### config.mk
export PLATFORM = sky130hd
export DESIGN_NAME = regwr_arbiter
export DESIGN_NICKNAME = d
export VERILOG_FILES = /design/src/rtl/regwr_arbiter_pkg.sv /design/src/rtl/regwr_rr_pick.sv /design/src/rtl/regwr_arbiter.sv
export VERILOG_INCLUDE_DIRS = /design/src /design/src/rtl
export SDC_FILE = /design/constraint.sdc
export NUM_CORES = 1
export LEC_CHECK = 0
export CORE_ASPECT_RATIO = 0.6
export CORE_MARGIN = 2
export CORE_UTILIZATION = 37
export DETAILED_ROUTE_END_ITERATION = 12
export PLACE_DENSITY = 0.93
export SLEW_MARGIN = 30
export SYNTH_ARGS = -nofsm -noshare
export SYNTH_HDL_FRONTEND = slang
export SYNTH_SLANG_ARGS = --single-unit
### constraint.sdc
create_clock -name clk_in -period 2.83 [get_ports clk_in]
set_input_delay 0.283 -clock clk_in [delete_from_list [all_inputs] [get_ports clk_in]]
set_output_delay 0.283 -clock clk_in [all_outputs]
set_load 0.01 [all_outputs]
### src/rtl/defs.vh
// Shared widths for the register-bank writeback path.
`ifndef REGWR_DEFS_VH
`define REGWR_DEFS_VH
`ifndef DATA_WIDTH
`define DATA_WIDTH 32
`endif
`define REG_ADDR_WIDTH 5
`define REGWR_MAX_REQ 4
`endif

### src/rtl/regwr_arbiter_pkg.sv
// Common constants and helpers for the register writeback arbiter.
`include "defs.vh"
package regwr_arbiter_pkg;
  localparam int REG_AW  = `REG_ADDR_WIDTH;
  localparam int MAX_REQ = `REGWR_MAX_REQ;
  localparam int IDX_W   = 2;

  // Index after p, wrapping modulo n.
  function automatic logic [IDX_W-1:0] rr_next(input logic [IDX_W-1:0] p, input int n);
    return (int'(p) == n - 1) ? '0 : p + 1'b1;
  endfunction
endpackage

### src/rtl/regwr_rr_pick.sv
// Combinational rotate-priority picker: first valid at or after start wins.
module regwr_rr_pick
  import regwr_arbiter_pkg::*;
#(
  parameter int N = 3
) (
  input  logic [N-1:0]     valid,
  input  logic [IDX_W-1:0] start,
  output logic [N-1:0]     grant,
  output logic [IDX_W-1:0] idx,
  output logic             any
);
  logic [IDX_W-1:0] j;

  always_comb begin
    grant = '0;
    idx   = '0;
    any   = 1'b0;
    j     = '0;
    for (int k = 0; k < N; k++) begin
      j = IDX_W'((int'(start) + k) % N);
      if (!any && valid[j]) begin
        any      = 1'b1;
        grant[j] = 1'b1;
        idx      = j;
      end
    end
  end
endmodule

### src/rtl/regwr_arbiter.sv
// Write-port arbiter for the 32-entry register bank; one registered write per cycle.
// Build option: define REGWR_RR_EN for round-robin, otherwise fixed lowest-index priority.
`include "defs.vh"
module regwr_arbiter
  import regwr_arbiter_pkg::*;
#(
  parameter int NREQ       = 3,
  parameter int DATA_WIDTH = `DATA_WIDTH
) (
  input  logic                       clk_in,
  input  logic                       rst_in,
  input  logic [NREQ-1:0]            req_valid,
  input  logic [REG_AW*NREQ-1:0]     req_dest,
  input  logic [DATA_WIDTH*NREQ-1:0] req_data,
  output logic [NREQ-1:0]            req_ready,
  output logic                       wr_en,
  output logic [REG_AW-1:0]          wr_dest,
  output logic [DATA_WIDTH-1:0]      wr_data,
  output logic [IDX_W-1:0]           grant_idx
);
  logic [NREQ-1:0][REG_AW-1:0]     dest_v;
  logic [NREQ-1:0][DATA_WIDTH-1:0] data_v;
  logic [NREQ-1:0]                 pick_grant;
  logic [IDX_W-1:0]                pick_idx;
  logic [IDX_W-1:0]                start;
  logic                            pick_any;
  logic                            accept;

  assign dest_v = req_dest;
  assign data_v = req_data;

`ifdef REGWR_RR_EN
  logic [IDX_W-1:0] ptr;

  assign start = rr_next(ptr, NREQ);

  // Reset to the last index so requester 0 is searched first.
  always_ff @(posedge clk_in) begin
    if (rst_in)      ptr <= IDX_W'(NREQ - 1);
    else if (accept) ptr <= pick_idx;
  end
`else
  assign start = '0;
`endif

  regwr_rr_pick #(.N(NREQ)) u_pick (
    .valid (req_valid),
    .start (start),
    .grant (pick_grant),
    .idx   (pick_idx),
    .any   (pick_any)
  );

  assign req_ready = rst_in ? '0 : pick_grant;
  assign accept    = pick_any & ~rst_in;

  // x0 writes are consumed but never reach the bank.
  always_ff @(posedge clk_in) begin
    if (rst_in) begin
      wr_en     <= 1'b0;
      wr_dest   <= '0;
      wr_data   <= '0;
      grant_idx <= '0;
    end else begin
      wr_en <= accept && (dest_v[pick_idx] != '0);
      if (accept) begin
        wr_dest   <= dest_v[pick_idx];
        wr_data   <= data_v[pick_idx];
        grant_idx <= pick_idx;
      end
    end
  end
endmodule
==> results_dict.tcl, run 1 <==
set metrics [dict create \
    outcome "finished clean" \
    cts_resized 0 \
    wl_met2_um 3550 \
    fin_nets 536 \
    fin_tns_setup_ns 0 \
    routedLengthMet1_um 3300 \
    fin_area_um2 3810 \
    drv_cap 0 \
    path_class "primary input to primary output" \
    wirelength_um 7750 \
    cts_max_level 2 \
    pin_count 159 \
    max_freq_mhz 457 \
    final_cell_mix "clkdlybuf4s50_1, dfxtp_1, nand2_1" \
    antenna_found_initial 0 \
    synth.avg_cell_area_um2 7.76 \
    cts_made_buffers 5 \
    syn_inst 275 \
    drive_gt1_share_pct 4.76 \
    grt_pass1_vias 2437 \
    irDropWorstVdd_uv 224 \
    cts_tree "built" \
    setup_viol 0 \
    syn_area_um2 2130 \
    core_area_um2 5570 \
    cp_max_fo 12 \
    clk_pin_slew_ns 0.07 \
    post_cts_buffers 0 \
    die_h_um 62.8 \
    ys_ff_latch 40 \
    hold_viol_final 0 \
    maxUsedRoutingLayer "met4" \
    max-slew-margin-rel_pct 55.6 \
    vias 2628 \
    cts_sinks 40 \
    initial_core_util_pct 38.3 \
    rows 21 \
    gp_congestion 0.863 \
    placed_area_um2 3740 \
    cts_hold_buf 0 \
    port_buffers 158 \
    drv_slew 0 \
    worst_pin_slew_ns 0.662 \
    grt_pass1_wl_um 11600 \
    cp-end-kind "primary output" \
    area_growth_pct 78.8 \
    vias_per_cell 5.26 \
    critPathRequiredTime_ns 2.55 \
    synth_cell_type_count 27 \
    power.density_nw_per_um2 372 \
    yosysSeqAreaShare_pct 37.5 \
    die_w_um 102 \
    rsz0062_at_grt "false" \
    cp-start-kind "primary input" \
    period_needed_ns 2.19 \
    layout_commonest_cell "clkdlybuf4s50_1" \
    root_buffer "clkbuf_8" \
    postRouteAntennaNets 0 \
    clockBufferDepth 2 \
    fill_cells 434 \
    p_leak_uw 0.00144 \
    cp.arrival_ns 1.91 \
    first_pass_iters 5 \
    hpwl_um 5690 \
    drt-wirelength-per-cell_um 15.5 \
    ys.warnings.count 0 \
    grt_usage_pct 22.8 \
    clk_latency_ns 0.28 \
    drc 0 \
    drt_iter0_drc 132 \
    die-area_um2 6410 \
    fin_skew_ns 0 \
    grt_overflow 0 \
    syn-num-nets 391 \
    wl_met3_um 821 \
    fin_crit_sh_pct 77.4 \
    grt_max_degree 49 \
    hold_path_class "flop to flop" \
    insertedDiodeCount 0 \
]
## state kept, by name, indices dropped and copies added, names as in the netlist
| register | count |
|---|---|
| wr_en | 1 |
| grant_idx | 2 |
| wr_dest | 5 |
| wr_data | 32 |
## metrics by stage
stage / setup WS [ns] / utilization [%] / hold slack (ns) / total power, uW / std cells
5_1_grt: 0.554 / 68.5 / 0.477 / 1500 / 500
3_3_place_gp: 0.688 / 67.1 / 0.439 / 1070 / 493
4_1_cts: 0.646 / 68.5 / 0.459 / 1440 / 500
2_1_floorplan: 1.48 / - / 0.443 / 804 / 275
3_5_place_dp: 0.613 / 67.1 / 0.448 / 1080 / 493
6_report: 0.641 / 68.5 / 0.462 / 1420 / 500
## power by group
part	switching, uW	total [uW]	internal, uW
Clock	183	351	168
Sequential	21.3	624	602
Combinational	168	444	276
## layout make-up
class / count / area, um2 / area share (%)
clock inverter: 1 / 5.00 / 0.131
clock buffer: 6 / 72.6 / 1.90
timing repair buffer: 167 / 1640 / 43.0
multi-input combinational: 199 / 1170 / 30.7
sequential: 40 / 801 / 21.0
tap: 80 / 100 / 2.62
inverter: 7 / 26.3 / 0.689
## critical path: stages
cell and delay [ns]:
clkdlybuf4s50_1 0.78, inv_1 0.16, and2_1 0.19, clkdlybuf4s50_1 0.49
## cells by family after synthesis
logic type | after synthesis | synth area share, %
AND/OR/NAND/NOR | 119 | 28.4
buffers and inverters | 36 | 7.80
AO/OA/AOI/OAI | 80 | 26.3
flip-flops | 40 | 37.5
## routing by layer
layer / global-route usage, % / vias to the layer above
li1: - / 1280
met1: 28.7 / 1208
met2: 37.7 / 134
met3: 6.82 / 6
met4: 6.17 / 0
met5: 0 / -
## cells in the mapped netlist, drive strengths merged
master	number	area, um2
a311oi	1	8.76
nand2b	1	6.26
o211a	1	10.0
nor3b	1	7.51
buf	17	95.1
and2	1	6.26
a211oi	1	7.51
a221oi	32	280
a31o	1	8.76
nor2	35	131
clkbuf	12	45.0
nand3	1	5.00
or3	1	6.26
nor2b	6	45.0
inv	7	26.3
o21bai	2	15.0
nand3b	32	240
and3	1	6.26
a222oi	3	30.0
a32o	1	10.0
nand2	39	146
dfxtp	40	801
nor3	1	5.00
a21oi	38	190
## final timing paths
kind	startpoint	slack, ns	end	depth (start not counted)
setup / recovery	rst_in	0.64	req_ready[1]	4
hold / removal	wr_dest[4]	0.46	wr_dest[4]	2
setup reg to reg	wr_data[17]	2.03	wr_data[17]	2
hold reg to reg	wr_dest[4]	0.46	wr_dest[4]	2
Note: power is estimated with default switching activity, not from simulation.
==> inputs of run 2 (changes only) <==
--- a/config.mk
+++ b/config.mk
@@ -8,9 +8,9 @@
 export LEC_CHECK = 0
 export CORE_ASPECT_RATIO = 0.6
 export CORE_MARGIN = 2
-export CORE_UTILIZATION = 37
+export CORE_UTILIZATION = 34
 export DETAILED_ROUTE_END_ITERATION = 12
-export PLACE_DENSITY = 0.93
+export PLACE_DENSITY = 0.87
 export SLEW_MARGIN = 30
 export SYNTH_ARGS = -nofsm -noshare
 export SYNTH_HDL_FRONTEND = slang
==> constraint.sdc (replaced) <==
create_clock -name clk_in -period 2.1 [get_ports clk_in]
set_input_delay 0.21 -clock clk_in [delete_from_list [all_inputs] [get_ports clk_in]]
set_output_delay 0.21 -clock clk_in [all_outputs]
set_load 0.01 [all_outputs]
==> run 2 against run 1 <==
Net effect:
- wire length up 1.1%
- largest power group unchanged
- critical endpoint unchanged
- critical path type unchanged
- clock-buffer cell count up 1
- combinational power up 35%
==> results_dict.tcl, run 2 (same netlist as run 1, synthesis figures left out) <==
set metrics [dict create \
    grt_usage_pct 21.9 \
    p_leak_uw 0.00147 \
    max-slew-margin-rel_pct 68.9 \
    setup_viol 0 \
    cp-start-kind "primary input" \
    power.net_switching_uw 513 \
    outcome "finished clean" \
    crit_top_cell "clkdlybuf4s50_1" \
    critPathTopFamily "buffers and inverters" \
    grt_overflow 0 \
    root_buffer "clkbuf_8" \
    fin_nets 539 \
    cts_made_buffers 5 \
    core_area_um2 6080 \
    insertedDiodeCount 0 \
    drv_slew 0 \
    cp.arrival_ns 1.57 \
    hpwl_um 5840 \
    period_needed_ns 1.78 \
    drive_gt1_share_pct 5.67 \
    clockBufferDepth 2 \
    hold_viol_final 0 \
    worst_pin_slew_ns 0.467 \
    max_freq_mhz 561 \
    cts_tree "built" \
    drv_cap 0 \
    clk_latency_ns 0.28 \
    whs_ns 0.346 \
    reg2regPathDepth 2 \
    fin_skew_ns 0 \
    hold_path_class "primary input to flop" \
    pin_count 159 \
    drc 0 \
    port_buffers 158 \
    cts_hold_buf 0 \
    slowest_stage "clkdlybuf4s50_1" \
    postRouteAntennaNets 0 \
    dp_cells 500 \
    fin_tns_setup_ns 0 \
    vias_per_cell 5.13 \
    vias 2602 \
    cts_sinks 40 \
    path_cells "clkdlybuf4s50_1 -> inv_1 -> and2_1 -> clkdlybuf4s50_1" \
    clk_pin_slew_ns 0.07 \
    post_cts_buffers 0 \
    rsz0062_at_grt "false" \
    layout_commonest_cell "clkdlybuf4s50_1" \
    p_int_uw 1480 \
    p_seq_share_pct 42.2 \
    cp.depth 4 \
    die-area_um2 6940 \
    cts_resized 0 \
    cts_max_level 2 \
    final_cell_mix "clkdlybuf4s50_1, dfxtp_1, nand2_1" \
    critPathRequiredTime_ns 1.89 \
    path_class "primary input to primary output" \
    largestRegisters "wr_data (32), wr_dest (5), grant_idx (2)" \
    top_register "wr_data" \
    largest_reg_flops 32 \
    grt_pass1_wl_um 12000 \
    cp-end-kind "primary output" \
    die_w_um 106 \
    gp_congestion 0.827 \
    rows 22 \
    initial_core_util_pct 35.1 \
    final_cells 507 \
    wirelength_um 7830 \
    drt_iter0_drc 170 \
    fin_crit_sh_pct 84.8 \
    antenna_found_initial 0 \
    swShare_pct 25.7 \
    drt-wirelength-per-cell_um 15.4 \
    grt_pass1_vias 2540 \
    irDropWorstVdd_uv 260 \
    power_frac_comb_pct 30.1 \
    die_h_um 65.4 \
    first_pass_iters 5 \
    grt_max_degree 51 \
    cp_max_fo 4 \
    power.density_nw_per_um2 516 \
    area_growth_pct 81.0 \
    slowest_delay_ns 0.54 \
    p_clk_share_pct 27.6 \
    min_path_cells 3 \
    crit_buf_inv 3 \
]
-- run 2: path summary, 6_finish.rpt --
path | slack, ns | end | from
setup / recovery | 0.32 | req_ready[1] | rst_in
hold / removal | 0.35 | grant_idx[1] | req_valid[0]
setup reg to reg | 1.28 | wr_data[0] | wr_data[0]
hold reg to reg | 0.46 | wr_dest[4] | wr_dest[4]
-- run 2: layout make-up --
type,instances,area (um2)
Fill cell,547,2220
Timing Repair Buffer,170,1660
Multi-Input combinational cell,199,1170
Sequential cell,40,801
Tap cell,84,105
Clock buffer,7,96.3
Inverter,7,26.3
-- run 2: worst register-to-register path: stages, from the launching register on --
cell and delay (ns):
dfxtp_1 0.33, a221oi_1 0.30, nor2_1 0.08
-- run 2: through the flow --
stage	setup slack (ns)	util, %	instance area [um2]	power [uW]
detailed placement	0.199	61.9	3760	1460
finish	0.319	63.5	3860	1990
CTS	0.315	63.5	3860	2010
floorplan	0.893	-	2130	1080
global route	0.265	63.5	3860	2100
global placement	0.245	61.9	3760	1440
-- run 2: routing by layer --
metal  GRT usage, %  wire length (um)
met5              0                 0
met4           4.28                35
met3           7.14               775
met2           38.6              3650
met1           26.4              3370
-- run 2: power groups by stage --
stage	sequential, uW	clock, uW	combinational (uW)
after floorplan	879	0	205
after global routing	847	608	646
final	841	551	600
after CTS	841	567	603
after global placement	856	0	588
after detailed placement	858	0	599
==> inputs of run 3 (changes only) <==
==> constraint.sdc (replaced) <==
create_clock -name clk_in -period 1.7 [get_ports clk_in]
set_input_delay 0.17 -clock clk_in [delete_from_list [all_inputs] [get_ports clk_in]]
set_output_delay 0.17 -clock clk_in [all_outputs]
set_load 0.01 [all_outputs]
==> run 3 against run 2 <==
Net effect:
- cell area is 1.1% higher
- clock power grew 6.7%
- via count increased by 1.3%
- flip-flop and latch count did not move
- combinational power increased by 26%
- first-iteration DRC count is 11% lower
- hold slack improved by 0.095 ns
- clock skew stayed put
- die area stayed put
==> results_dict.tcl, run 3 (same netlist as run 1, synthesis figures left out) <==
set metrics [dict create \
    drc 0 \
    cp.arrival_ns 1.48 \
    hold_viol_final 0 \
    first_pass_iters 6 \
    p_leak_uw 0.00150 \
    port_buffers 158 \
    fin_nets 545 \
    drive_gt1_share_pct 6.99 \
    top_register "wr_data" \
    clk_pin_slew_ns 0.07 \
    grt_pass1_wl_um 12400 \
    swShare_pct 26.3 \
    initial_core_util_pct 35.1 \
    wirelength_um 7970 \
    vias 2636 \
    p_clk_share_pct 24.6 \
    max_freq_mhz 608 \
    insertedDiodeCount 0 \
    area_growth_pct 82.9 \
    gp_congestion 0.822 \
    rows 22 \
    whs_ns 0.441 \
    cp-end-kind "primary output" \
    die-area_um2 6940 \
    hold_path_class "primary input to flop" \
    max-slew-margin-rel_pct 69.0 \
    die_h_um 65.4 \
    pin_count 159 \
    rsz0062_at_grt "false" \
    p_int_uw 1760 \
    postRouteAntennaNets 0 \
    layout_commonest_cell "clkdlybuf4s50_1" \
    final_cells 513 \
    path_class "primary input to primary output" \
    p_seq_share_pct 43.6 \
    cp_max_fo 3 \
    antenna_found_initial 0 \
    cts_sinks 40 \
    drt-wirelength-per-cell_um 15.5 \
    clk_latency_ns 0.27 \
    cts_hold_buf 0 \
    cp-start-kind "primary input" \
    fin_crit_sh_pct 96.8 \
    cts_made_buffers 5 \
    slowest_delay_ns 0.54 \
    cts_resized 0 \
    cts_max_level 2 \
    crit_top_cell "clkdlybuf4s50_1" \
    period_needed_ns 1.65 \
    core_area_um2 6080 \
    drv_cap 0 \
    vias_per_cell 5.14 \
    largestRegisters "wr_data (32), wr_dest (5), grant_idx (2)" \
    power.density_nw_per_um2 611 \
    dp_cells 506 \
    slowest_stage "clkdlybuf4s50_1" \
    grt_overflow 0 \
    grt_max_degree 51 \
    fin_util_pct 64.2 \
    final_cell_mix "clkdlybuf4s50_1, dfxtp_1, nand2_1" \
    grt_pass1_vias 2590 \
    largest_reg_flops 32 \
    outcome "finished clean" \
    grt_usage_pct 22.6 \
    post_cts_buffers 0 \
    clockBufferDepth 2 \
    hpwl_um 6030 \
    cts_tree "built" \
    power_frac_comb_pct 31.7 \
    path_cells "clkdlybuf4s50_1 -> buf_4 -> nor2b_1 -> clkdlybuf4s50_1" \
    setup_viol 0 \
    root_buffer "clkbuf_8" \
    die_w_um 106 \
    power.net_switching_uw 626 \
    drt_iter0_drc 152 \
    worst_pin_slew_ns 0.465 \
    critPathRequiredTime_ns 1.53 \
    fin_skew_ns 0 \
    drv_slew 0 \
    irDropWorstVdd_uv 293 \
]
## run 3: cell count changes in the layout (fill, tap and decap cells not counted), sizes merged
cell and delta:
buf +6, clkbuf -1, clkdlybuf4s50 -1, clkinv +1, dlymetal6s2s +1
## run 3: stage by stage
step	instance area (um2)	setup TNS, ns	power [uW]	setup WS, ns
detailed placement	3820	-0.860	1820	-0.0666
global placement	3820	-0.0313	1800	-0.0267
CTS	3900	0	2420	0.0476
floorplan	2130	0	1340	0.533
finish	3900	0	2380	0.0544
global route	3900	0	2520	0.00672
## run 3: final timing paths
check,from,end,slack (ns),depth (start not counted)
setup reg to reg,wr_data[21],wr_data[21],0.90,2
setup / recovery,rst_in,req_ready[0],0.05,4
hold reg to reg,wr_dest[2],wr_dest[2],0.45,2
hold / removal,req_valid[1],grant_idx[1],0.44,4
## run 3: cell type report
type	count	area, um2
clock inverter	1	5.00
timing repair buffer	176	1720
sequential	40	801
clock buffer	6	72.6
multi-input combinational	199	1170
fill	538	2180
tap	84	105
inverter	7	26.3
## run 3: power groups by stage
stage / combinational, uW / sequential (uW) / clock [uW]
5_1_grt: 818 / 1050 / 656
2_1_floorplan: 253 / 1090 / 0
6_report: 757 / 1040 / 588
4_1_cts: 760 / 1040 / 617
3_3_place_gp: 743 / 1060 / 0
3_5_place_dp: 756 / 1060 / 0
## run 3: worst max-delay path: cells and delay by family
kind	cells	cell delay (ns)
and+or+nand+nor	1	0.10
buffers and inverters	3	1.21
## run 3: per-layer routing
metal  vias to the layer above  GRT usage, %  routed length (um)
met1                      1213          28.5                3440
met5                         -             0                   0
met3                         9          7.44                 781
met2                       120          37.7                3660
li1                       1294             -                   -
met4                         0          5.76                  86
